File: config.mk
export PLATFORM = sky130hd
export DESIGN_NAME = javk_alu_ctrl
export DESIGN_NICKNAME = d
export VERILOG_FILES = /design/src/rtl/javk_alu_ctrl.sv
export SDC_FILE = /design/constraint.sdc
export NUM_CORES = 1
export LEC_CHECK = 0
export BUFFER_PORTS_ARGS = -buffer_cell sky130_fd_sc_hd__buf_2
export CORE_ASPECT_RATIO = 0.9
export CORE_MARGIN = 2
export CORE_UTILIZATION = 44
export DETAILED_ROUTE_END_ITERATION = 10
export HOLD_SLACK_MARGIN = 0.08
export PLACE_DENSITY = 0.67
export SLEW_MARGIN = 20
export SYNTH_ARGS = -nofsm -noshare
export SYNTH_HDL_FRONTEND = slang
export SYNTH_SLANG_ARGS = --single-unit
File: constraint.sdc
create_clock -name clk -period 4.2 [get_ports clk]
set_clock_uncertainty 0.05 [all_clocks]
set_input_delay 0.84 -clock clk [delete_from_list [all_inputs] [get_ports clk]]
set_output_delay 0.84 -clock clk [all_outputs]
set_load 0.005 [all_outputs]
File: src/rtl/javk_alu_ctrl.sv
// JAVK control sequencer (FETCH/EXEC) with an 8-bit ALU whose result and flags are registered at the end of EXEC.
// Optional HLT instruction and HALT state are enabled by defining JAVK_HALT_EN.
module javk_alu_ctrl (
   input  logic       clk,
   input  logic       rst,
   input  logic [7:0] instr,
   input  logic [7:0] a,
   input  logic [7:0] b,
   output logic       fetch,
   output logic [2:0] alu_op,
   output logic [2:0] alu_shamt,
   output logic       alu_clk,
   output logic [7:0] alu_out,
   output logic [3:0] flags,
   output logic [3:0] reg_sel,
   output logic [3:0] nibble_out,
   output logic       nib_wr,
   output logic       nib_hi,
   output logic [1:0] reg16_src,
   output logic [1:0] reg16_dst,
   output logic       mov16,
   output logic       ld,
   output logic       we
);

`ifdef JAVK_HALT_EN
   typedef enum logic [1:0] {FETCH = 2'd0, EXEC = 2'd1, HALT = 2'd2} state_t;
`else
   typedef enum logic [1:0] {FETCH = 2'd0, EXEC = 2'd1} state_t;
`endif

   state_t     state;
   state_t     state_nxt;
   logic [7:0] ir;
   logic [7:0] result;
   logic       carry;
   logic       ovf;
   logic [8:0] sum;
   logic [8:0] diff;
   logic [8:0] shl;
   logic [8:0] shr;
   logic [15:0] rot;

   always_ff @(posedge clk) begin
      if (rst) state <= FETCH;
      else     state <= state_nxt;
   end

   always_comb begin
      state_nxt = FETCH;
      case (state)
         FETCH: state_nxt = EXEC;
`ifdef JAVK_HALT_EN
         EXEC:  state_nxt = (ir == 8'hFF) ? HALT : FETCH;
         HALT:  state_nxt = HALT;
`else
         EXEC:  state_nxt = FETCH;
`endif
         default: state_nxt = FETCH;
      endcase
   end

   // Decoded strobes exist only in EXEC and are forced off while rst is high.
   always_comb begin
      fetch      = (state == FETCH) || rst;
      alu_op     = 3'd0;
      alu_shamt  = 3'd0;
      alu_clk    = 1'b0;
      reg_sel    = 4'd0;
      nibble_out = 4'd0;
      nib_wr     = 1'b0;
      nib_hi     = 1'b0;
      reg16_src  = 2'd0;
      reg16_dst  = 2'd0;
      mov16      = 1'b0;
      ld         = 1'b0;
      we         = 1'b0;
      if (state == EXEC && !rst) begin
         if (!ir[7]) begin
            alu_op    = ir[6:4];
            reg_sel   = ir[3:0];
            alu_clk   = 1'b1;
            alu_shamt = {2'b00, ir[6] & (ir[5] | ir[4])};
         end else if (ir[6:5] == 2'b00) begin
            if (ir[4:3] != 2'b00) begin
               alu_op    = {1'b1, ir[4:3]};
               alu_shamt = ir[2:0];
               alu_clk   = 1'b1;
            end
         end else if (ir[6:5] == 2'b01) begin
            nibble_out = ir[3:0];
            nib_wr     = 1'b1;
            nib_hi     = ir[4];
         end else if (ir[7:4] == 4'hE) begin
            reg16_src = ir[3:2];
            reg16_dst = ir[1:0];
            mov16     = 1'b1;
         end else if (ir == 8'hF0) begin
            ld = 1'b1;
         end else if (ir == 8'hF1) begin
            we = 1'b1;
         end
      end
   end

   // Shifts use a spare ninth bit so the last bit shifted out lands in a fixed position.
   always_comb begin
      sum    = {1'b0, a} + {1'b0, b};
      diff   = {1'b0, a} - {1'b0, b};
      shl    = {1'b0, a} << alu_shamt;
      shr    = {a, 1'b0} >> alu_shamt;
      rot    = {a, a} >> alu_shamt;
      result = 8'd0;
      carry  = 1'b0;
      ovf    = 1'b0;
      case (alu_op)
         3'd0: begin
            result = sum[7:0];
            carry  = sum[8];
            ovf    = (a[7] == b[7]) && (sum[7] != a[7]);
         end
         3'd1: begin
            result = diff[7:0];
            carry  = diff[8];
            ovf    = (a[7] != b[7]) && (diff[7] != a[7]);
         end
         3'd2: result = a & b;
         3'd3: result = a | b;
         3'd4: result = a ^ b;
         3'd5: begin
            result = shl[7:0];
            carry  = shl[8];
         end
         3'd6: begin
            result = shr[8:1];
            carry  = shr[0];
         end
         default: begin
            result = rot[7:0];
            carry  = rot[7];
         end
      endcase
   end

   always_ff @(posedge clk) begin
      if (rst) begin
         ir      <= 8'd0;
         alu_out <= 8'd0;
         flags   <= 4'd0;
      end else begin
         if (state == FETCH) ir <= instr;
         if (alu_clk) begin
            alu_out <= result;
            flags   <= {carry, ovf, result[7], result == 8'd0};
         end
      end
   end

endmodule

==> results.py, run 1 <==
metrics = {
    "outcome": {
        "status": "finished, final reports clean",
    },
    "logic_synthesis": {
        "synthMuxAreaShare_pct": 8.15,
        "post-synth-top-area-cell": "sky130_fd_sc_hd__dfxtp_1",
        "synth.yosys.warnings": 0,
        "synth-main-ff-cell": "sky130_fd_sc_hd__dfxtp_1",
        "post_synth_instance_area_sq_mm": 0.00300,
        "synth_simple_gate_area_share_pct": 27.8,
        "synth.net_count": 460,
        "avgSynthCellArea_sq_um": 7.36,
        "synth_compound_area_share_pct": 30.3,
        "synth_adder_area_share_pct": 11.8,
        "sequential_cell_area_fraction_in_the_yosys_report_pct": 13.4,
        "netlist_top_cells_area": "sky130_fd_sc_hd__dfxtp_1 (13%), sky130_fd_sc_hd__ha_1 (10%), sky130_fd_sc_hd__mux2i_1 (7.0%), sky130_fd_sc_hd__o21ai_0 (5.2%), sky130_fd_sc_hd__a21oi_1 (4.8%)",
        "synth.ff_latch_count": 20,
        "synth_xor_area_share_pct": 0.585,
        "synth_top_cell_area_share_pct": 13.4,
        "netlist_instances": 407,
        "async_reset_ff_share_pct": 0,
        "number_of_unique_standard_cell_types_used_by_synthesis": 72,
        "dominant_combinational_cell_family_by_area_after_synthesis": "compound AO/OA/AOI/OAI gates",
        "synth_enable_flop_cells": 0,
        "synth.cells.most_frequent": "sky130_fd_sc_hd__nor2_1 (31), sky130_fd_sc_hd__o21ai_0 (31), sky130_fd_sc_hd__a21oi_1 (29), sky130_fd_sc_hd__inv_1 (29), sky130_fd_sc_hd__ha_1 (25)",
    },
    "worst_setup_path": {
        "path_type_of_the_worst_setup_path": "in2out",
        "cp-startpoint": "rst",
        "r2r_setup_slack_ps": 980,
        "timing.critical_path.required_ps": 3310,
        "worst_r2r_startpoint": "ir[4]",
        "critical_path_sink_type": "primary output",
        "crit_arrival_ps": 2550,
        "critPathLaunchType": "primary input",
        "timing.critical_path.fanout_max": 16,
    },
    "sta": {
        "max_freq_ghz": 0.291,
        "finalSetupViolCount": 0,
        "slew_headroom_pct": 41.5,
        "setup_ws_ps": 758,
        "worst-slew-pin-transition_ps": 868,
        "min_period_ps": 3440,
        "fin_worst_hold_slack_ps": 408,
        "final.setup.tns_ps": 0,
        "grt_setup_unrepaired": "false",
        "final_max_slew_viol_count": 0,
        "layout_worst_path_cycle_share_pct": 81.9,
        "hold_viol_final": 0,
    },
    "routing": {
        "drt-vias-per-instance": 6.21,
        "ant_nets": 0,
        "drc": 0,
        "drt_pass1_iterations": 5,
        "detail_route.wl_per_cell_microns": 18.7,
        "drt_iter0_drc": 262,
        "routed_wirelength_microns": 10300,
        "route.vias.total": 3414,
    },
    "grt": {
        "overflow": 0,
        "grt_antenna_before_repair": 0,
        "track_usage_pct": 26.9,
        "grt_max_degree": 21,
        "wire_length_of_the_first_global_routing_pass_microns": 16000,
        "grt_pass1_vias": 2949,
    },
    "clocking": {
        "clock_tree.buffer_depth": 2,
        "cts_hold_repair.buffers": 0,
        "cts_max_level": 1,
        "clkTransAtPathRegs_ps": 80,
        "postCtsResizedCells": 0,
        "postCtsSetupBuffers": 0,
        "clock_tree.root_cell": "sky130_fd_sc_hd__clkbuf_8",
        "cts.sink_count": 20,
        "cts_tree": "done",
        "clk-insertion-delay-late_ps": 260,
        "numCtsBuffers": 3,
    },
    "layout": {
        "area_growth_pct": 14.5,
        "post_route_cells_drive_above_1_share_pct": 20.2,
        "antenna-diode-count": 0,
        "number_of_nets_at_the_end_of_the_flow": 514,
        "fin_util_pct": 52.1,
        "finish.cell_count_without_fillers": 550,
        "finish.instance_area_sq_mm": 0.00343,
    },
    "place": {
        "dp_worst_setup_slack_ps": 535,
        "detailedPlacementHpwl_microns": 8280,
        "place_congestion": 1.01,
        "port_buffers": 62,
        "placedCellCount": 546,
        "detailed_place.area_sq_mm": 0.00338,
    },
    "power": {
        "ir_worst_vdd_mv": 0.163,
        "power_mw": 0.649,
        "power_per_cell_area_mw_per_mm2": 189,
        "power.static_leakage_nw": 1.63,
    },
    "die": {
        "io-pin-count": 63,
        "initial_utilization_pct": 45.5,
        "core.rowCount": 28,
        "fp.coreArea_sq_mm": 0.00659,
        "die_area_sq_mm": 0.00748,
        "die_width_microns": 91.0,
        "die_y_microns": 82.3,
    },
    "job": {
        "cap_viol_max_count": 0,
    },
    "hold_path": {
        "worstHoldPathType": "reg2reg",
        "hold_path.startpoint": "flags[2]",
    },
}
## cell families (layout without fill, tap and decap cells)
logic type / count (synthesis) / count (layout)
compound gates: 130 / 130
fa+ha+maj: 27 / 27
flops: 20 / 20
buf+inv: 56 / 109
mux: 23 / 23
xor+xnor: 2 / 2
simple gates: 149 / 149
## critical path, stage by stage
cell and delay [ps]:
sky130_fd_sc_hd__buf_2 180, sky130_fd_sc_hd__nor2b_1 190, sky130_fd_sc_hd__inv_2 150, sky130_fd_sc_hd__or4_1 770, sky130_fd_sc_hd__inv_1 260, sky130_fd_sc_hd__buf_2 150
## path summary, 6_finish.rpt
path                       end  depth (start not counted)
hold reg to reg       flags[2]                          2
setup / recovery  alu_shamt[2]                          6
setup reg to reg      flags[0]                         10
hold / removal        flags[2]                          2
## power by group
| group | switching (mW) | internal [mW] |
|---|---|---|
| clock | 0.0674 | 0.0837 |
| sequential | 0.0155 | 0.205 |
| combinational | 0.167 | 0.110 |
| total | 0.250 | 0.399 |
## layout make-up
class / count / area (sq um)
Clock buffer: 4 / 55.1
Fill cell: 687 / 3160
Inverter: 33 / 124
Multi-Input combinational cell: 331 / 2350
Sequential cell: 20 / 400
Tap cell: 90 / 113
Timing Repair Buffer: 72 / 385
## sequential cells by signal, summed over array words and instances, names as in the netlist
signal   count
alu_out      7
flags        4
ir           8
state        1
## cell usage in the layout (no fill, tap or decap), types with 3 or more instances in the layout
cell type and count:
sky130_fd_sc_hd__and2_1 16, sky130_fd_sc_hd__nor2b_1 8, sky130_fd_sc_hd__nand4_1 8, sky130_fd_sc_hd__clkbuf_8 4, sky130_fd_sc_hd__o31ai_1 4, sky130_fd_sc_hd__mux2i_1 21, sky130_fd_sc_hd__inv_1 29, sky130_fd_sc_hd__nor4_1 4
sky130_fd_sc_hd__buf_4 10, sky130_fd_sc_hd__o21a_1 3, sky130_fd_sc_hd__a211oi_1 10, sky130_fd_sc_hd__o32a_1 4, sky130_fd_sc_hd__ha_1 25, sky130_fd_sc_hd__nand2_1 19, sky130_fd_sc_hd__and3_1 6, sky130_fd_sc_hd__nand2b_1 5
sky130_fd_sc_hd__nand3_1 13, sky130_fd_sc_hd__nor3_1 12, sky130_fd_sc_hd__a21o_1 8, sky130_fd_sc_hd__or2_2 3, sky130_fd_sc_hd__o211ai_1 4, sky130_fd_sc_hd__or3_1 5, sky130_fd_sc_hd__o21ai_0 31, sky130_fd_sc_hd__buf_2 62
sky130_fd_sc_hd__and3b_1 3, sky130_fd_sc_hd__nor2_1 31, sky130_fd_sc_hd__dfxtp_1 20, sky130_fd_sc_hd__a22oi_1 3, sky130_fd_sc_hd__a21oi_1 29
## routing by layer
metal | global-route usage, % | up-vias | part of all wire (%)
met5 | 0 | - | 0
met4 | 6.67 | 0 | 1.5
met3 | 2.36 | 13 | 7.4
met2 | 43.6 | 157 | 45
met1 | 38.6 | 1630 | 46
li1 | - | 1614 | -
Note: power is estimated with default switching activity, not from simulation.
==> run 2, diff against run 1 <==
Settings changed: ABC_AREA set to 1.
Clock period 4.2 ns to 3.5 ns, I/O delays scaled along.
==> run 2 against run 1 <==
Effect of this change: synthesized area down 2.1%; sequential cell count unchanged; first-iteration DRC count up 65%; critical path depth up 10; design area down 2.3%; hold slack better by 8.6 ps; utilization down 0.67 points; critical path type is now in2reg.
==> results.py, run 2 <==
metrics = {
    "logic_synthesis": {
        "synth_xor_area_share_pct": 1.19,
        "synth_top_cell_area_share_pct": 16.3,
        "synth.net_count": 565,
        "netlist_top_cells_area": "sky130_fd_sc_hd__nand2_1 (16%), sky130_fd_sc_hd__nand3_1 (15%), sky130_fd_sc_hd__dfxtp_1 (14%), sky130_fd_sc_hd__ha_1 (11%), sky130_fd_sc_hd__inv_1 (7.8%)",
        "netlist_instances": 512,
        "sequential_cell_area_fraction_in_the_yosys_report_pct": 13.7,
        "async_reset_ff_share_pct": 0,
        "synth-main-ff-cell": "sky130_fd_sc_hd__dfxtp_1",
        "avgSynthCellArea_sq_um": 5.73,
        "post-synth-top-area-cell": "sky130_fd_sc_hd__nand2_1",
        "synth_compound_area_share_pct": 10.2,
        "post_synth_instance_area_sq_mm": 0.00293,
        "synth_enable_flop_cells": 0,
        "synthMuxAreaShare_pct": 0,
        "dominant_combinational_cell_family_by_area_after_synthesis": "simple AND/OR/NAND/NOR gates",
        "synth_adder_area_share_pct": 12.0,
        "number_of_unique_standard_cell_types_used_by_synthesis": 38,
        "synth.yosys.warnings": 0,
        "yosysMostFrequentCell": "sky130_fd_sc_hd__nand2_1",
        "synth.cells.most_frequent": "sky130_fd_sc_hd__nand2_1 (127), sky130_fd_sc_hd__nand3_1 (86), sky130_fd_sc_hd__inv_1 (61), sky130_fd_sc_hd__nor2_1 (61), sky130_fd_sc_hd__ha_1 (25)",
        "synth.ff_latch_count": 20,
        "synth_simple_gate_area_share_pct": 50.8,
    },
    "sta": {
        "final_max_slew_viol_count": 0,
        "hold_viol_final": 0,
        "slew_headroom_pct": 52.0,
        "final.setup.tns_ps": 0,
        "finalSetupViolCount": 0,
        "grt_setup_unrepaired": "false",
        "max_freq_ghz": 0.337,
        "worst-slew-pin-transition_ps": 717,
        "layout_worst_path_cycle_share_pct": 84.7,
        "min_period_ps": 2970,
    },
    "routing": {
        "drt_iter0_drc": 432,
        "route.vias.total": 3623,
        "ant_nets": 0,
        "routed_wirelength_microns": 9650,
        "drt_pass1_iterations": 6,
        "detail_route.wl_per_cell_microns": 14.7,
        "drt-vias-per-instance": 5.51,
        "drc": 0,
    },
    "layout": {
        "post_route_cells_drive_above_1_share_pct": 17.3,
        "antenna-diode-count": 0,
        "fin_util_pct": 51.4,
        "final_common_cell": "sky130_fd_sc_hd__nand2_1",
        "largest_register_ff_count": 8,
        "largestRegisters": "ir x8, alu_out x7, flags x4",
        "area_growth_pct": 14.2,
        "number_of_nets_at_the_end_of_the_flow": 621,
        "regMostFlops": "ir",
        "layout.cells.most_common_list": "sky130_fd_sc_hd__nand2_1 (127), sky130_fd_sc_hd__nand3_1 (86), sky130_fd_sc_hd__buf_2 (62)",
        "finish.instance_area_sq_mm": 0.00335,
    },
    "die": {
        "io-pin-count": 63,
        "initial_utilization_pct": 45.0,
        "core.rowCount": 28,
        "die_area_sq_mm": 0.00734,
        "fp.coreArea_sq_mm": 0.00652,
        "die_width_microns": 90.1,
        "die_y_microns": 81.5,
    },
    "worst_setup_path": {
        "crit_arrival_ps": 3070,
        "critical_path_sink_type": "flop",
        "r2r_setup_slack_ps": 550,
        "path_type_of_the_worst_setup_path": "in2reg",
        "worstReg2RegEnd": "flags[0]",
        "worst_case_reg_to_reg_path_depth": 14,
        "critical_path.slowest_cell": "sky130_fd_sc_hd__nor2_1",
        "timing.critical_path.required_ps": 3600,
        "timing.critical_path.fanout_max": 13,
        "cp-startpoint": "rst",
        "timing.critical_path.slowest_cell_delay_ps": 580,
        "crit_path_cell_trace": "buf_2, inv_1, nand3_2, nand2_1, nand2_1, nand2_1, nor2_1, inv_1, nor2_1, nor2_1, nand3_1, nor2_1, nand3_1, nor2_1, nand3_1, a21oi_1",
        "crit_path_end": "flags[0]",
        "critPathLaunchType": "primary input",
        "worst_r2r_startpoint": "ir[7]",
        "critical_path.most_common_cell": "sky130_fd_sc_hd__nor2_1",
    },
    "clocking": {
        "cts.sink_count": 20,
        "numCtsBuffers": 3,
        "cts_tree": "done",
        "clock_tree.root_cell": "sky130_fd_sc_hd__clkbuf_8",
        "cts_hold_repair.buffers": 0,
        "postCtsSetupBuffers": 0,
        "clkTransAtPathRegs_ps": 80,
        "clk-insertion-delay-late_ps": 260,
        "postCtsResizedCells": 0,
        "clock_tree.buffer_depth": 2,
        "cts_max_level": 1,
    },
    "grt": {
        "grt_pass1_vias": 3157,
        "grt_antenna_before_repair": 0,
        "grt_max_degree": 24,
        "wire_length_of_the_first_global_routing_pass_microns": 15500,
        "track_usage_pct": 25.6,
        "overflow": 0,
    },
    "hold_path": {
        "worstHoldPathType": "reg2reg",
        "worst_hold_path.num_cells": 2,
    },
    "place": {
        "detailed_place.area_sq_mm": 0.00330,
        "place_congestion": 1.06,
        "port_buffers": 62,
        "detailedPlacementHpwl_microns": 7680,
    },
    "power": {
        "power_mw": 0.790,
        "power_per_cell_area_mw_per_mm2": 236,
        "power.static_leakage_nw": 1.87,
        "ir_worst_vdd_mv": 0.178,
    },
    "job": {
        "cap_viol_max_count": 0,
    },
    "outcome": {
        "status": "finished, final reports clean",
    },
}
[run 2: cell count changes after synthesis, sizes merged, moves of 6 or more]
cell and change:
nand2 +114, nand3 +76, inv +36, nor2 +34
mux2i -21, and2 -16, a21oi -11, a211oi -10
nand4 +10, o21ai -9, nor2b -8, a21o -7
and3 -6
[run 2: cell families (layout without fill, tap and decap cells)]
kind of cell	count (synthesis)	in the layout
flops	20	20
compound gates	52	52
simple gates	324	324
fa+ha+maj	27	27
xor+xnor	4	4
buf+inv	85	140
[run 2: power breakdown]
group / switching [mW] / leakage (nW) / internal (mW)
sequential: 0.0141 / 0.165 / 0.246
combinational: 0.235 / 1.67 / 0.115
clock: 0.0793 / 0.0288 / 0.100
total: 0.329 / 1.87 / 0.461
[run 2: critical path, delay by kind of cell]
kind	cells	cell delay, ps
AOI/OAI and AO/OA	1	60
buffers and inverters	3	390
and+or+nand+nor	12	1910
[run 2: worst min path at each step]
stage	from	to	slack (ps)
global placement	flags[3]	flags[3]	410
finish	flags[3]	flags[3]	420
global route	flags[0]	flags[0]	450
floorplan	flags[0]	flags[0]	410
CTS	flags[0]	flags[0]	420
detailed placement	flags[0]	flags[0]	410
[run 2: area by class of cell]
class                      instances  area, sq um
timing repair buffer              67          348
sequential                        20          400
tap                               90          113
fill                             736         3170
clock buffer                       4         55.1
multi-input combinational        407         2170
inverter                          69          260
[run 2: metal layers]
layer | part of all wire [%] | up-vias | wire (microns) | global-route usage (%)
li1 | - | 1785 | - | -
met1 | 46 | 1622 | 4410 | 36.6
met2 | 44 | 202 | 4240 | 42.0
met3 | 9.2 | 14 | 892 | 4.95
met4 | 1.1 | 0 | 104 | 2.00
met5 | 0 | - | 0 | 0
[run 2: stage by stage]
stage               hold slack [ps]  worst slack (ps)  cells
global placement                406               338    653
floorplan                       406              1000    512
global route                    450               289    657
detailed placement              406               343    653
CTS                             417               616    657
finish                          416               534    657
==> run 3, diff against run 2 <==
Settings changed: ABC_AREA 1 to 0, PLACE_DENSITY 0.67 to 0.69.
Clock period 3.5 ns to 2.6 ns, I/O delays scaled along.
==> run 3 against run 2 <==
Effect of this change: the flow now finishes with violations (negative setup slack); design area rose by 42%; clock power rose by 15%; die area rose by 2.0%; sequential cell count did not move; critical endpoint is now flags[3].
==> results.py, run 3 (synthesis results as in run 1) <==
metrics = {
    "layout": {
        "finish.instance_area_sq_mm": 0.00476,
        "area_growth_pct": 58.9,
        "regMostFlops": "ir",
        "number_of_nets_at_the_end_of_the_flow": 639,
        "fin_util_pct": 72.2,
        "final_common_cell": "sky130_fd_sc_hd__buf_4",
        "layout.cells.most_common_list": "sky130_fd_sc_hd__buf_4 (125), sky130_fd_sc_hd__buf_2 (62), sky130_fd_sc_hd__nor2_1 (27)",
        "largestRegisters": "ir x8, alu_out x7, flags x4",
        "post_route_cells_drive_above_1_share_pct": 47.1,
        "antenna-diode-count": 0,
        "finish.cell_count_without_fillers": 674,
        "largest_register_ff_count": 8,
    },
    "routing": {
        "routed_wirelength_microns": 12200,
        "drt_iter0_drc": 449,
        "route.vias.total": 3979,
        "drt-vias-per-instance": 5.90,
        "drt_pass1_iterations": 5,
        "drc": 0,
        "detail_route.wl_per_cell_microns": 18.1,
        "ant_nets": 0,
    },
    "sta": {
        "fin_worst_hold_slack_ps": 408,
        "max_freq_ghz": 0.379,
        "final.setup.tns_ps": -64.3,
        "grt_setup_unrepaired": "true",
        "layout_worst_path_cycle_share_pct": 101,
        "min_period_ps": 2640,
        "final_max_slew_viol_count": 0,
        "slew_headroom_pct": 63.6,
        "hold_viol_final": 0,
        "finalSetupViolCount": 3,
        "setup_ws_ps": -35.8,
        "worst-slew-pin-transition_ps": 541,
    },
    "place": {
        "placedCellCount": 664,
        "dp_worst_setup_slack_ps": -326,
        "port_buffers": 62,
        "detailed_place.area_sq_mm": 0.00437,
        "place_congestion": 1.00,
        "detailedPlacementHpwl_microns": 9510,
    },
    "clocking": {
        "cts.sink_count": 20,
        "cts_hold_repair.buffers": 0,
        "clkTransAtPathRegs_ps": 70,
        "clock_tree.buffer_depth": 2,
        "cts_tree": "done",
        "numCtsBuffers": 3,
        "cts_max_level": 1,
        "clock_tree.root_cell": "sky130_fd_sc_hd__clkbuf_8",
        "clk-insertion-delay-late_ps": 260,
    },
    "worst_setup_path": {
        "critical_path.slowest_cell": "sky130_fd_sc_hd__or3b_4",
        "timing.critical_path.required_ps": 2690,
        "critical_path_sink_type": "flop",
        "crit_buf_inv": 1,
        "worstReg2RegEnd": "flags[3]",
        "timing.critical_path.fanout_max": 7,
        "timing.critical_path.slowest_cell_delay_ps": 440,
        "crit_path_cell_trace": "or3b_4, o32ai_4, nand2_4, mux2i_2, buf_4, a21oi_1, o21ai_0, o221a_2, a41oi_1",
        "worst_case_reg_to_reg_path_depth": 9,
        "crit_arrival_ps": 2720,
        "critPathLaunchType": "flop",
        "path_delay_family": "compound AO/OA/AOI/OAI gates",
        "r2r_setup_slack_ps": -40,
        "path_type_of_the_worst_setup_path": "reg2reg",
        "worst_r2r_startpoint": "ir[6]",
    },
    "grt": {
        "track_usage_pct": 31.2,
        "grt_antenna_before_repair": 0,
        "grt_use_met3_pct": 4.08,
        "grt_pass1_vias": 3651,
        "top_usage_layer": "met2",
        "overflow": 0,
        "wire_length_of_the_first_global_routing_pass_microns": 18700,
        "gr-usage-met2_pct": 50.5,
        "grtUsageMet1_pct": 43.7,
        "grt_max_degree": 20,
    },
    "die": {
        "die_width_microns": 91.0,
        "die_y_microns": 82.3,
        "fp.coreArea_sq_mm": 0.00659,
        "io-pin-count": 63,
        "die_area_sq_mm": 0.00748,
        "initial_utilization_pct": 45.5,
        "core.rowCount": 28,
    },
    "outcome": {
        "violations": "negative setup slack",
        "status": "finished with violations",
    },
    "power": {
        "power_mw": 1.24,
        "cellInternalPower_mw": 0.771,
        "power.static_leakage_nw": 2.27,
        "power.share.switching_pct": 37.8,
        "switching_power_mw": 0.468,
        "share_clk_of_total_power_pct": 16.5,
        "share_seq_of_total_power_pct": 28.5,
        "p_comb_share_pct": 55.0,
        "power_per_cell_area_mw_per_mm2": 260,
        "ir_worst_vdd_mv": 0.402,
    },
    "job": {
        "cap_viol_max_count": 0,
    },
    "hold_path": {
        "hold_path.startpoint": "alu_out[1]",
        "worst_hold_path.num_cells": 2,
        "worstHoldPathType": "reg2reg",
        "hold_path_end": "alu_out[1]",
    },
}
[run 3: cell types whose count changed in the layout (fill, tap and decap cells not counted), sizes merged, moves of 8 or more]
cell,change
buf,+129
nand2,-114
nand3,-76
inv,-37
nor2,-34
mux2i,+21
and2,+16
a21oi,+11
a211oi,+10
nand4,-10
o21ai,+9
nor2b,+8
[run 3: power by group through the flow]
stage	Combinational [mW]	Clock (mW)	Sequential (mW)
after detailed placement	0.603	0	0.358
after global placement	0.593	0	0.357
final	0.681	0.205	0.353
after global routing	0.734	0.219	0.356
after CTS	0.628	0.208	0.352
after floorplan	0.316	0	0.355
[run 3: cell type report]
cell class              instances  area, sq um
clock buffers                   3         41.3
fillers                       558         1830
inverters                      33          131
multi-input cells             331         2650
flip-flops and latches         20          408
well taps                      90          113
repair buffers                197         1410
[run 3: repair_timing]
| action | in CTS | in global routing |
|---|---|---|
| gates resized for setup | 22 | 51 |
| cloned | 0 | 1 |
| buffers inserted | 2 | 5 |
| pin swaps | 7 | 18 |
| setup endpoints to repair | 5 | 14 |
[run 3: worst max-delay path by stage]
stage,start,endpoint,slack (ps),cells after the start
final,ir[6],flags[3],-40,9
after global routing,ir[1],flags[3],-130,10
after CTS,ir[5],flags[0],-50,12
after detailed placement,a[0],flags[0],-330,13
after global placement,rst,flags[1],-290,11
after floorplan,a[0],flags[0],2,12
[run 3: worst register-to-register path: stages, from the launching register on]
cell                      delay (ps)
sky130_fd_sc_hd__dfxtp_4         360
sky130_fd_sc_hd__or3b_4          440
sky130_fd_sc_hd__o32ai_4         310
sky130_fd_sc_hd__nand2_4         140
sky130_fd_sc_hd__mux2i_2         290
sky130_fd_sc_hd__buf_4           170
sky130_fd_sc_hd__a21oi_1          80
sky130_fd_sc_hd__o21ai_0         280
sky130_fd_sc_hd__o221a_2         270
sky130_fd_sc_hd__a41oi_1         110
[run 3: metal layers]
| metal | up-vias | wire, microns | share of wire (%) |
|---|---|---|---|
| met3 | 38 | 1090 | 9.0 |
| li1 | 1860 | - | - |
| met4 | 0 | 350 | 2.9 |
| met1 | 1859 | 5290 | 43 |
| met5 | - | 0 | 0 |
| met2 | 222 | 5480 | 45 |
